File: src/rtl/ads1672_pkg.sv
// Shared definitions for the ADS1672 serial-port emulator and the host-side reader.
package ads1672_pkg;

    localparam int ADS1672_DATA_WIDTH = 24;

    typedef enum logic [1:0] {
        IDLE,
        CONVERT,
        READY,
        SHIFT
    } ads1672_emu_state_t;

endpackage

File: src/rtl/sync_edge.sv
// Multi-flop synchronizer for an asynchronous input, with rise/fall pulses on the synchronized level.
module sync_edge #(
    parameter int STAGES = 2
) (
    input  logic clk,
    input  logic rst,
    input  logic din,
    output logic level,
    output logic rise,
    output logic fall
);

    // One flop beyond the synchronizer chain holds the previous level for edge detection.
    logic [STAGES:0] sync_q;
    logic [STAGES:0] sync_d;

    always_comb begin
        sync_d = {sync_q[STAGES-1:0], din};
    end

    always_ff @(posedge clk or negedge rst) begin
        if (!rst) begin
            sync_q <= '0;
        end else begin
            sync_q <= sync_d;
        end
    end

    assign level = sync_q[STAGES-1];
    assign rise  = sync_q[STAGES-1] & ~sync_q[STAGES];
    assign fall  = ~sync_q[STAGES-1] & sync_q[STAGES];

endmodule

File: src/rtl/ads1672_adc_emu.sv
// ADS1672 serial output port emulator: paces conversions, raises drdy_n and shifts samples out MSB first.
module ads1672_adc_emu
    import ads1672_pkg::*;
#(
    parameter int DATA_WIDTH  = ADS1672_DATA_WIDTH,
    parameter int DRDY_PERIOD = 64,
    parameter int SYNC_STAGES = 2
) (
    input  logic                  clk,
    input  logic                  rst,
    input  logic                  start,
    input  logic                  sclk,
    input  logic                  fs,
    output logic                  drdy_n,
    output logic                  dout,
    input  logic [DATA_WIDTH-1:0] sample_data,
    input  logic                  sample_valid,
    output logic                  sample_ready,
    output logic                  stale,
    output logic                  overrun
);

    localparam int CW = $clog2(DRDY_PERIOD);
    localparam int BW = $clog2(DATA_WIDTH + 1);
    localparam logic [CW-1:0] CNT_RELOAD = CW'(DRDY_PERIOD - 1);
    localparam logic [BW-1:0] BIT_LAST   = BW'(DATA_WIDTH);

    logic start_lvl, start_rise, start_fall;
    logic sclk_lvl, sclk_rise, sclk_fall;
    logic fs_lvl, fs_rise, fs_fall;
    logic unused_edges;

    sync_edge #(.STAGES(SYNC_STAGES)) u_sync_start (
        .clk(clk), .rst(rst), .din(start), .level(start_lvl), .rise(start_rise), .fall(start_fall)
    );
    sync_edge #(.STAGES(SYNC_STAGES)) u_sync_sclk (
        .clk(clk), .rst(rst), .din(sclk), .level(sclk_lvl), .rise(sclk_rise), .fall(sclk_fall)
    );
    sync_edge #(.STAGES(SYNC_STAGES)) u_sync_fs (
        .clk(clk), .rst(rst), .din(fs), .level(fs_lvl), .rise(fs_rise), .fall(fs_fall)
    );

    assign unused_edges = ^{start_rise, start_fall, sclk_lvl, fs_lvl, fs_fall};

    ads1672_emu_state_t    state_q, state_d;
    logic [CW-1:0]         cnt_q, cnt_d;
    logic [BW-1:0]         bit_q, bit_d;
    logic [DATA_WIDTH-1:0] shreg_q, shreg_d;
    logic [DATA_WIDTH-1:0] last_q, last_d;
    logic                  drdy_n_q, drdy_n_d;
    logic                  dout_q, dout_d;
    logic                  rearm_q, rearm_d;

    logic                  tick;
    logic                  done;
    logic [BW-1:0]         bit_inc;
    logic [DATA_WIDTH-1:0] word;

    always_comb begin
        state_d      = state_q;
        cnt_d        = cnt_q;
        bit_d        = bit_q;
        shreg_d      = shreg_q;
        last_d       = last_q;
        drdy_n_d     = drdy_n_q;
        dout_d       = dout_q;
        rearm_d      = rearm_q;
        sample_ready = 1'b0;
        stale        = 1'b0;
        overrun      = 1'b0;

        tick    = (state_q != IDLE) && (cnt_q == '0);
        bit_inc = bit_q + 1'b1;
        done    = (state_q == SHIFT) && sclk_fall && (bit_inc == BIT_LAST);
        word    = sample_valid ? sample_data : last_q;

        if (!start_lvl) begin
            state_d  = IDLE;
            cnt_d    = '0;
            bit_d    = '0;
            drdy_n_d = 1'b1;
            dout_d   = 1'b0;
            rearm_d  = 1'b0;
        end else begin
            if (state_q != IDLE) begin
                cnt_d = tick ? CNT_RELOAD : cnt_q - 1'b1;
            end
            if (tick) begin
                sample_ready = 1'b1;
                if (sample_valid) begin
                    last_d = sample_data;
                end else begin
                    stale = 1'b1;
                end
            end

            unique case (state_q)
                IDLE: begin
                    state_d = CONVERT;
                    cnt_d   = CNT_RELOAD;
                end
                CONVERT: begin
                    if (tick) begin
                        shreg_d  = word;
                        bit_d    = '0;
                        drdy_n_d = 1'b0;
                        dout_d   = word[DATA_WIDTH-1];
                        state_d  = READY;
                    end
                end
                READY: begin
                    // rearm_q marks the single drdy_n-high clock after a reload mid-read.
                    if (rearm_q) begin
                        drdy_n_d = 1'b0;
                        dout_d   = shreg_q[DATA_WIDTH-1];
                        rearm_d  = 1'b0;
                    end else if (sclk_fall) begin
                        shreg_d = {shreg_q[DATA_WIDTH-2:0], 1'b0};
                        bit_d   = bit_inc;
                        state_d = SHIFT;
                    end else if (fs_rise) begin
                        state_d = SHIFT;
                    end
                end
                SHIFT: begin
                    if (sclk_fall) begin
                        shreg_d = {shreg_q[DATA_WIDTH-2:0], 1'b0};
                        bit_d   = bit_inc;
                        if (done) begin
                            drdy_n_d = 1'b1;
                            dout_d   = 1'b0;
                            state_d  = CONVERT;
                        end
                    end else if (sclk_rise) begin
                        dout_d = shreg_q[DATA_WIDTH-1];
                    end
                end
                default: state_d = IDLE;
            endcase

            // A tick while a word is still presented reloads it; a coincident final bit is not an overrun.
            if (tick && (state_q == READY || state_q == SHIFT)) begin
                shreg_d  = word;
                bit_d    = '0;
                drdy_n_d = 1'b1;
                state_d  = READY;
                rearm_d  = 1'b1;
                if (done) begin
                    dout_d = 1'b0;
                end else begin
                    overrun = 1'b1;
                    dout_d  = word[DATA_WIDTH-1];
                end
            end
        end
    end

    always_ff @(posedge clk or negedge rst) begin
        if (!rst) begin
            state_q  <= IDLE;
            cnt_q    <= '0;
            bit_q    <= '0;
            shreg_q  <= '0;
            last_q   <= '0;
            drdy_n_q <= 1'b1;
            dout_q   <= 1'b0;
            rearm_q  <= 1'b0;
        end else begin
            state_q  <= state_d;
            cnt_q    <= cnt_d;
            bit_q    <= bit_d;
            shreg_q  <= shreg_d;
            last_q   <= last_d;
            drdy_n_q <= drdy_n_d;
            dout_q   <= dout_d;
            rearm_q  <= rearm_d;
        end
    end

    assign drdy_n = drdy_n_q;
    assign dout   = dout_q;

endmodule

File: config.mk
export PLATFORM = sky130hd
export DESIGN_NAME = ads1672_adc_emu
export DESIGN_NICKNAME = d
export VERILOG_FILES = /design/src/rtl/ads1672_pkg.sv /design/src/rtl/sync_edge.sv /design/src/rtl/ads1672_adc_emu.sv
export SDC_FILE = /design/constraint.sdc
export NUM_CORES = 1
export LEC_CHECK = 0
export BUFFER_PORTS_ARGS = -buffer_cell sky130_fd_sc_hd__buf_2
export CORE_MARGIN = 2
export CORE_UTILIZATION = 61
export CTS_BUF_LIST = sky130_fd_sc_hd__clkbuf_8
export DETAILED_ROUTE_END_ITERATION = 10
export GPL_TIMING_DRIVEN = 1
export PLACE_DENSITY_LB_ADDON = 0.25
export SLEW_MARGIN = 20
export SYNTH_ARGS = -nofsm -noshare
export SYNTH_HDL_FRONTEND = slang
export SYNTH_SLANG_ARGS = --single-unit
File: constraint.sdc
create_clock -name clk -period 2.8 [get_ports clk]
set_input_delay 0.28 -clock clk [delete_from_list [all_inputs] [get_ports clk]]
set_output_delay 0.28 -clock clk [all_outputs]
set_load 0.01 [all_outputs]
==> results.toml, run 1 <==
[run_status]
status = "complete, no violations"

[synthesis]
yosysMostFrequentCell = "dfrtp_1"
syn_nets = 368
yosysUniqueCellTypes = 44
syn_inst = 329
yosysWarnings = 0
synth_flop_cell = "dfrtp_1"
synth-edff-count = 0
synth_top_cell_by_area = "dfrtp_1"
ys_ff_latch = 72
synthTopCellsByCount = "71 x dfrtp_1, 34 x mux2i_1, 29 x nor2_1"
syn_avg_cell_area_um2 = 10.95
yosysTopAreaCellShare_pct = 49.34
synthTopCellsByArea = "dfrtp_1 49%, mux2i_1 9.5%, mux2_2 6.3%"
synth_area_mm2 = 0.003601
synthArstFlopShare_pct = 100.0
synth_seq_area_share_pct = 50.07

[global_route]
grt_pass1_vias = 2507
grt_usage_pct = 23.47
grt_pass1_wl_um = 11680
overflow = 0
antenna_found_initial = 0
grt_max_degree = 52

[floorplanning]
dieWidth_um = 80.83
core-area_mm2 = 0.005608
io_pins = 35
rows = 27
start_util_pct = 64.21
die_h_um = 80.83
die_area_mm2 = 0.006533

[drt]
drc_errors = 0
final_antenna_net_count = 0
wire_per_inst_um = 15.29
vias = 2489
vias_per_cell = 5.631
drt_first_iter_violations = 183
drt_wl_total_um = 6757
dr.pass1.iters = 4

[pwr]
intPower_w = 0.002654
p_switching_w = 0.001372
p_sw_share_pct = 34.08
leakage_nw = 2.013
vdd_ir_drop_max_mv = 0.6256
comb_power_share_pct = 36.2
power_frac_clock_pct = 22.5
power-per-cell-area_mw_per_mm2 = 983.0
seqPwrFrac_pct = 41.3

[sta]
clock_skew_ps = 7.069
fin_crit_ps = 2590
maxSlewViolCount = 0
rsz0062_at_grt = "no"
fmax_ghz = 0.3861
relSlewSlack_pct = 46.73
finalCritPeriodShare_pct = 92.50
report.final.setup_viol = 0
tightest_slew_ps = 799.1
setup_slack_ps = 210.0
final_hold_viol_count = 0
tns_ps = 0

[clock_tree]
clk_pin_slew_ps = 80
cts_tree = "built"
clockRootBuffer = "clkbuf_8"
h-tree-depth = 3
cts_sinks = 72
cts_buffers = 9
clk_latency_ps = 340
ctsHoldBuffers = 0
clockBufferDepth = 2

[setup_path]
arrival_ps = 2310
end_kind = "primary output"
reg2reg_from = "state_q[1]"
worst_r2r_path_depth = 6
worst_setup_path_start_kind = "flip-flop"
rrSetupSlack_ps = 480
required_ps = 2520
cp_max_fo = 9
crit_type = "flip-flop to primary output"
reg2reg_to = "state_q[0]"

[placed_design]
placed_cells = 425
dpl.hpwl_um = 4573
place_ws_ps = 297.3
gp_congestion = 0.9115
numPortBuffers = 34

[finish]
n_antenna_cell = 0
fin_nets = 404
stdcell_count = 442
layout-drive-gt1-share_pct = 25.41
syn_to_final_growth_pct = 13.76

[hold_path]
worstHoldPathType = "input port to async pin"

[flow_run]
cap_violations = 0
==> worst max path at each step <==
stage | start | end | slack (ps) | depth (start not counted)
final | state_q[1] | overrun | 210 | 6
after global routing | state_q[1] | overrun | 9 | 6
after CTS | state_q[1] | overrun | 4 | 7
after detailed placement | state_q[1] | last_q[16] | 300 | 8
after global placement | state_q[1] | last_q[15] | 420 | 8
after floorplan | state_q[1] | overrun | 640 | 8
==> placed cells by master (no fill, tap or decap), drive strengths merged, types with 2 or more instances in the layout <==
cell type,Yosys,layout
nand3,3,3
a21oi,25,25
ha,9,9
a32o,3,3
or3,2,2
o211ai,2,2
nor3,3,3
nand2,30,30
xnor2,2,2
dfrtp,71,71
buf,6,39
clkinv,1,2
inv,22,23
and2,2,2
mux2,30,30
o21ai,21,21
nor2,29,29
mux2i,34,34
a211oi,2,2
nor2b,3,3
clkinvlp,0,2
a31oi,2,2
xor2,4,4
bufinv,0,2
clkbuf,8,10
o311ai,2,2
==> layer usage <==
metal	share of wire (%)	vias to the layer above	global-route usage [%]
met5	0	-	0
met4	1.7	0	9.831
met3	4.1	10	5.556
met2	47	52	35.37
met1	47	1219	32.79
li1	-	1208	-
==> logic make-up after synthesis <==
| logic type | count (synthesis) | share of synthesized area (%) |
|---|---|---|
| DFF | 72 | 50.07 |
| muxes | 64 | 19.88 |
| buffers and inverters | 37 | 4.482 |
| xor gates and xnor gates | 6 | 1.459 |
| and+or+nand+nor | 74 | 9.451 |
| adders and majority gates | 9 | 3.127 |
| AOI/OAI and AO/OA | 67 | 11.54 |
==> power groups by stage <==
stage                     registers, W  clock network (W)  logic (W)
after global routing           0.00171           0.000960    0.00164
after global placement         0.00165                  0    0.00140
after floorplan                0.00162                  0    0.00112
final                          0.00166           0.000907    0.00146
after detailed placement       0.00167                  0    0.00146
after CTS                      0.00166           0.000919    0.00146
==> state kept, by name (all words and copies together) (netlist names), 2 cells and up <==
name,count
state_q,2
u_sync_fs.sync_q,3
u_sync_sclk.sync_q,3
shreg_q,24
last_q,24
bit_q,5
cnt_q,6
u_sync_start.sync_q,2
==> metrics by stage <==
stage | hold slack [ps] | total power [W] | instance area, um2 | utilization, %
2_1_floorplan | -15.59 | 0.002737 | 3601 | -
3_3_place_gp | 332.0 | 0.003053 | 3866 | 68.94
3_5_place_dp | 335.6 | 0.003126 | 3866 | 68.94
4_1_cts | 24.82 | 0.004041 | 4088 | 72.89
5_1_grt | 25.73 | 0.004311 | 4096 | 73.05
6_report | 16.44 | 0.004027 | 4096 | 73.05
==> critical path, stage by stage, from the launching register on <==
cell and delay (ps):
dfrtp_1 430, ha_1 390, nand3_1 100, or3_1 360
nor3_1 410, nor3_1 120, buf_2 160
==> timing repair <==
action,CTS,global route
setup buffers,0,1
gates resized for setup,0,1
endpoints found under the setup margin,0,3
==> layout make-up <==
type                            count  area (um2)
Inverter                           23       87.58
Sequential cell                    72        1803
Clock inverter                      6       83.83
Multi-Input combinational cell    220        1649
Clock buffer                       10       137.6
Tap cell                           72       90.09
Timing Repair Buffer               39       245.2
Fill cell                         413        1511
Note: power is estimated with default switching activity, not from simulation.
==> run 2: changes to the inputs <==
Settings changed: SETUP_SLACK_MARGIN from default to 0.3.
==> run 2 against run 1 <==
Effect of this change:
- sequential share of layout area down 0.28 points
- wire length decreased by 0.50%
- count of clock-buffer cells in the layout did not move
- final cell count rose by 0.23%
- highest routed layer unchanged
- critical endpoint unchanged
- register-to-register slack gained 60 ps
- largest power group unchanged
==> results.toml, run 2 (synthesized netlist as in run 1, its figures left out) <==
[global_route]
overflow = 0
grt_pass1_vias = 2514
grt_usage_pct = 23.50
antenna_found_initial = 0
grt_max_degree = 52
grt_pass1_wl_um = 11690

[floorplanning]
die_area_mm2 = 0.006533
rows = 27
io_pins = 35
dieWidth_um = 80.83
die_h_um = 80.83
core-area_mm2 = 0.005608
start_util_pct = 64.21

[flow_run]
cap_violations = 0

[setup_path]
worst_setup_path_start_kind = "flip-flop"
reg2reg_to = "shreg_q[16]"
crit_end = "overrun"
worst_r2r_path_depth = 8
crit_type = "flip-flop to primary output"
end_kind = "primary output"
crit_path_start = "bit_q[0]"
required_ps = 2520
reg2reg_from = "state_q[0]"
cp_max_fo = 5
rrSetupSlack_ps = 540
arrival_ps = 2100

[hold_path]
worstHoldPathType = "input port to async pin"

[placed_design]
numPortBuffers = 34
dpl.hpwl_um = 4573
place_ws_ps = 297.3
gp_congestion = 0.9115
place_area_mm2 = 0.003866

[drt]
final_antenna_net_count = 0
drt_wl_total_um = 6723
dr.pass1.iters = 4
vias_per_cell = 5.616
vias = 2488
drt_first_iter_violations = 166
drc_errors = 0
wire_per_inst_um = 15.18

[clock_tree]
cts_buffers = 9
clk_pin_slew_ps = 80
ctsHoldBuffers = 0
clockRootBuffer = "clkbuf_8"
cts_tree = "built"
clockBufferDepth = 2
cts_sinks = 72
h-tree-depth = 3
clk_latency_ps = 340

[pwr]
comb_power_share_pct = 36.2
seqPwrFrac_pct = 41.3
vdd_ir_drop_max_mv = 0.6254
power-per-cell-area_mw_per_mm2 = 976.6
p_switching_w = 0.001369
power_frac_clock_pct = 22.5
intPower_w = 0.002659
p_sw_share_pct = 33.99
leakage_nw = 2.032

[finish]
n_antenna_cell = 0
layout_common_cells = "70 x dfrtp_1, 34 x mux2i_1, 34 x buf_2, 29 x nor2_1, 28 x nand2_1"
layout-drive-gt1-share_pct = 26.68
layout_commonest_cell = "dfrtp_1"
design_area_mm2 = 0.004125
reg_top3 = "last_q (24), shreg_q (24), cnt_q (6)"
syn_to_final_growth_pct = 14.56
fin_nets = 405

[sta]
relSlewSlack_pct = 47.81
clock_skew_ps = 7.046
rsz0062_at_grt = "no"
tightest_slew_ps = 782.9
fin_crit_ps = 2381
report.final.setup_viol = 0
final_hold_viol_count = 0
maxSlewViolCount = 0
setup_slack_ps = 419.1
finalCritPeriodShare_pct = 85.03
fmax_ghz = 0.4200
tns_ps = 0

[run_status]
status = "complete, no violations"
-- run 2: timing repair --
action,4_1_cts,5_1_grt
setup buffers,1,1
setup endpoints to repair,9,1
resized for setup,4,3
pin swaps,1,0
-- run 2: power by group through the flow --
stage	Clock (W)	Sequential, W	Combinational [W]
2_1_floorplan	0	0.00162	0.00112
3_3_place_gp	0	0.00165	0.00140
3_5_place_dp	0	0.00167	0.00146
4_1_cts	0.000919	0.00166	0.00147
5_1_grt	0.000960	0.00171	0.00165
6_report	0.000906	0.00166	0.00146
-- run 2: critical path, stage by stage, from the launching register on --
cell	delay (ps)
dfrtp_1	420
ha_1	250
nor2b_1	150
or3_1	440
nor3_4	270
nor3_2	80
buf_2	150
-- run 2: metrics by stage --
step / total power (W) / hold slack [ps] / util, % / instances
after global placement: 0.003053 / 332.0 / 68.94 / 425
after CTS: 0.004048 / 24.82 / 73.20 / 442
after floorplan: 0.002737 / -15.59 / - / 329
after detailed placement: 0.003126 / 335.6 / 68.94 / 425
final: 0.004029 / 12.61 / 73.56 / 443
after global routing: 0.004319 / 25.73 / 73.56 / 443
-- run 2: worst min path at each step --
stage | depth (start not counted) | slack [ps] | startpoint | endpoint
2_1_floorplan | 0 | -20 | rst | bit_q[0]
6_report | 1 | 10 | rst | shreg_q[1]
3_5_place_dp | 0 | 340 | u_sync_start.sync_q[0] | u_sync_start.sync_q[1]
5_1_grt | 1 | 30 | sclk | u_sync_sclk.sync_q[0]
3_3_place_gp | 0 | 330 | u_sync_start.sync_q[0] | u_sync_start.sync_q[1]
4_1_cts | 1 | 20 | rst | last_q[22]
-- run 2: final cells by class --
cell class                      count  area (um2)
Sequential cell                    72        1804
Tap cell                           72       90.09
Timing Repair Buffer               40       252.7
Clock inverter                      6       83.83
Inverter                           23       87.58
Fill cell                         404        1483
Clock buffer                       10       137.6
Multi-Input combinational cell    220        1669
-- run 2: per-layer routing --
layer | vias up | part of all wire (%) | global-route usage [%]
li1 | 1208 | - | -
met1 | 1207 | 46 | 32.79
met2 | 65 | 47 | 35.45
met3 | 8 | 4.7 | 5.556
met4 | 0 | 1.5 | 9.831
met5 | - | 0 | 0
==> run 3: changes to the inputs <==
==> constraint.sdc (replaced) <==
create_clock -name clk -period 2.8 [get_ports clk]
set_input_delay 0.14 -clock clk [delete_from_list [all_inputs] [get_ports clk]]
set_output_delay 0.14 -clock clk [all_outputs]
set_load 0.01 [all_outputs]
==> run 3 against run 2 <==
Effect of this change:
- critical path depth unchanged
- flip-flop and latch count unchanged
- via count decreased by 0.64%
- worst setup slack got worse by 30 ps
- final cell count increased by 0.90%
- count of clock-buffer cells in the layout increased by 2
- critical endpoint unchanged
==> results.toml, run 3 (synthesized netlist as in run 1, its figures left out) <==
[pwr]
leakage_nw = 2.007
comb_power_share_pct = 37.1
total_power_w = 0.003884
intPower_w = 0.002530
p_switching_w = 0.001354
power-per-cell-area_mw_per_mm2 = 945.5
p_sw_share_pct = 34.87
seqPwrFrac_pct = 42.8
vdd_ir_drop_max_mv = 0.4753
power_frac_clock_pct = 20.1

[setup_path]
required_ps = 2660
rrSetupSlack_ps = 510
worst_r2r_path_depth = 8
crit_path_start = "bit_q[0]"
worst_setup_path_start_kind = "flip-flop"
crit_end = "overrun"
cp_max_fo = 5
arrival_ps = 2270
end_kind = "primary output"
crit_type = "flip-flop to primary output"
reg2reg_from = "state_q[0]"
reg2reg_to = "shreg_q[12]"

[placed_design]
place_area_mm2 = 0.003861
dpl.hpwl_um = 4513
numPortBuffers = 34
gp_congestion = 0.9008

[floorplanning]
dieWidth_um = 80.83
die_area_mm2 = 0.006533
io_pins = 35
rows = 27
die_h_um = 80.83
start_util_pct = 64.21
core-area_mm2 = 0.005608

[drt]
vias_per_cell = 5.530
final_antenna_net_count = 0
dr.pass1.iters = 4
drt_first_iter_violations = 188
drt_wl_total_um = 6557
vias = 2472
drc_errors = 0
wire_per_inst_um = 14.67

[clock_tree]
cts_tree = "built"
h-tree-depth = 3
clk_latency_ps = 350
clockBufferDepth = 2
clk_pin_slew_ps = 70
cts_buffers = 9
cts_sinks = 72
clockRootBuffer = "clkbuf_8"

[sta]
tightest_slew_ps = 543.2
clock_skew_ps = 9.710
maxSlewViolCount = 0
fin_crit_ps = 2411
relSlewSlack_pct = 63.46
rsz0062_at_grt = "no"
report.final.setup_viol = 0
fmax_ghz = 0.4148
final_hold_viol_count = 0
tns_ps = 0
finalCritPeriodShare_pct = 86.11

[flow_run]
cap_violations = 0

[run_status]
status = "complete, no violations"

[finish]
layout_commonest_cell = "dfrtp_1"
design_area_mm2 = 0.004108
layout-drive-gt1-share_pct = 26.13
regArea_mm2 = 0.001804
n_antenna_cell = 0
reg_top3 = "last_q (24), shreg_q (24), cnt_q (6)"
multiInputGateArea_mm2 = 0.001653
syn_to_final_growth_pct = 14.07
layout_common_cells = "70 x dfrtp_1, 34 x mux2i_1, 34 x buf_2, 29 x nor2_1, 28 x nand2_1"
fin_nets = 409
nFillCells = 417

[global_route]
grt_usage_pct = 22.58
overflow = 0
antenna_found_initial = 0
grt_pass1_vias = 2473
grt_pass1_wl_um = 11180
grt_max_degree = 39

[hold_path]
worstHoldPathType = "input port to flip-flop"
[run 3: cell types whose count changed in the layout (fill, tap and decap cells not counted), sizes merged]
cell / previous run / this run
dlygate4sd3: 0 / 4
bufinv: 2 / 0
clkbuf: 10 / 12
clkinvlp: 2 / 3
inv: 23 / 22
[run 3: layout make-up]
class | instances | share of cell area [%]
Sequential cell | 72 | 43.92
Multi-Input combinational cell | 220 | 40.24
Timing Repair Buffer | 44 | 6.823
Clock buffer | 12 | 4.021
Tap cell | 72 | 2.193
Inverter | 23 | 2.132
Clock inverter | 4 | 0.6701
[run 3: worst min path at each step]
stage	startpoint	to	slack, ps	cells past startpoint
4_1_cts	sample_data[18]	last_q[18]	20	2
3_3_place_gp	rst	shreg_q[0]	150	1
6_report	sample_data[15]	last_q[15]	40	2
5_1_grt	sample_data[17]	last_q[17]	40	2
2_1_floorplan	rst	bit_q[0]	-160	0
3_5_place_dp	rst	shreg_q[0]	160	1
[run 3: layer usage]
metal | global-route usage, % | wire length (um)
met5 | 0 | 0
met4 | 10.68 | 127
met3 | 3.889 | 294
met2 | 37.02 | 3084
met1 | 29.28 | 3051
[run 3: what timing repair did]
action | in CTS | in global routing
endpoints found under the hold margin | 26 | 0
setup endpoints to repair | 18 | 1
hold buffers | 4 | 0
buffers inserted | 1 | 0
gates resized for setup | 2 | 2
pin swaps | 1 | 0
[run 3: power by group through the flow]
| stage | sequential, W | clock (W) | combinational (W) |
|---|---|---|---|
| floorplan | 0.00162 | 0 | 0.00112 |
| global placement | 0.00165 | 0 | 0.00139 |
| detailed placement | 0.00167 | 0 | 0.00144 |
| CTS | 0.00166 | 0.000804 | 0.00145 |
| global route | 0.00171 | 0.000833 | 0.00163 |
| finish | 0.00166 | 0.000780 | 0.00144 |
[run 3: worst max-delay path: stages, from the launching register on]
cell and delay (ps):
dfrtp_1 430, ha_1 240, nor2b_1 140, or3_1 410, nor3_1 430, nor3_1 120
buf_2 160
[run 3: metrics by stage]
stage | util (%) | cells | hold WS (ps) | setup WS (ps)
global placement | 68.85 | 426 | 153.1 | 432.3
CTS | 73.18 | 447 | 23.07 | 356.4
floorplan | - | 329 | -155.6 | 663.0
finish | 73.25 | 447 | 38.69 | 389.0
detailed placement | 68.85 | 426 | 158.8 | 293.4
global route | 73.25 | 447 | 39.33 | 308.9
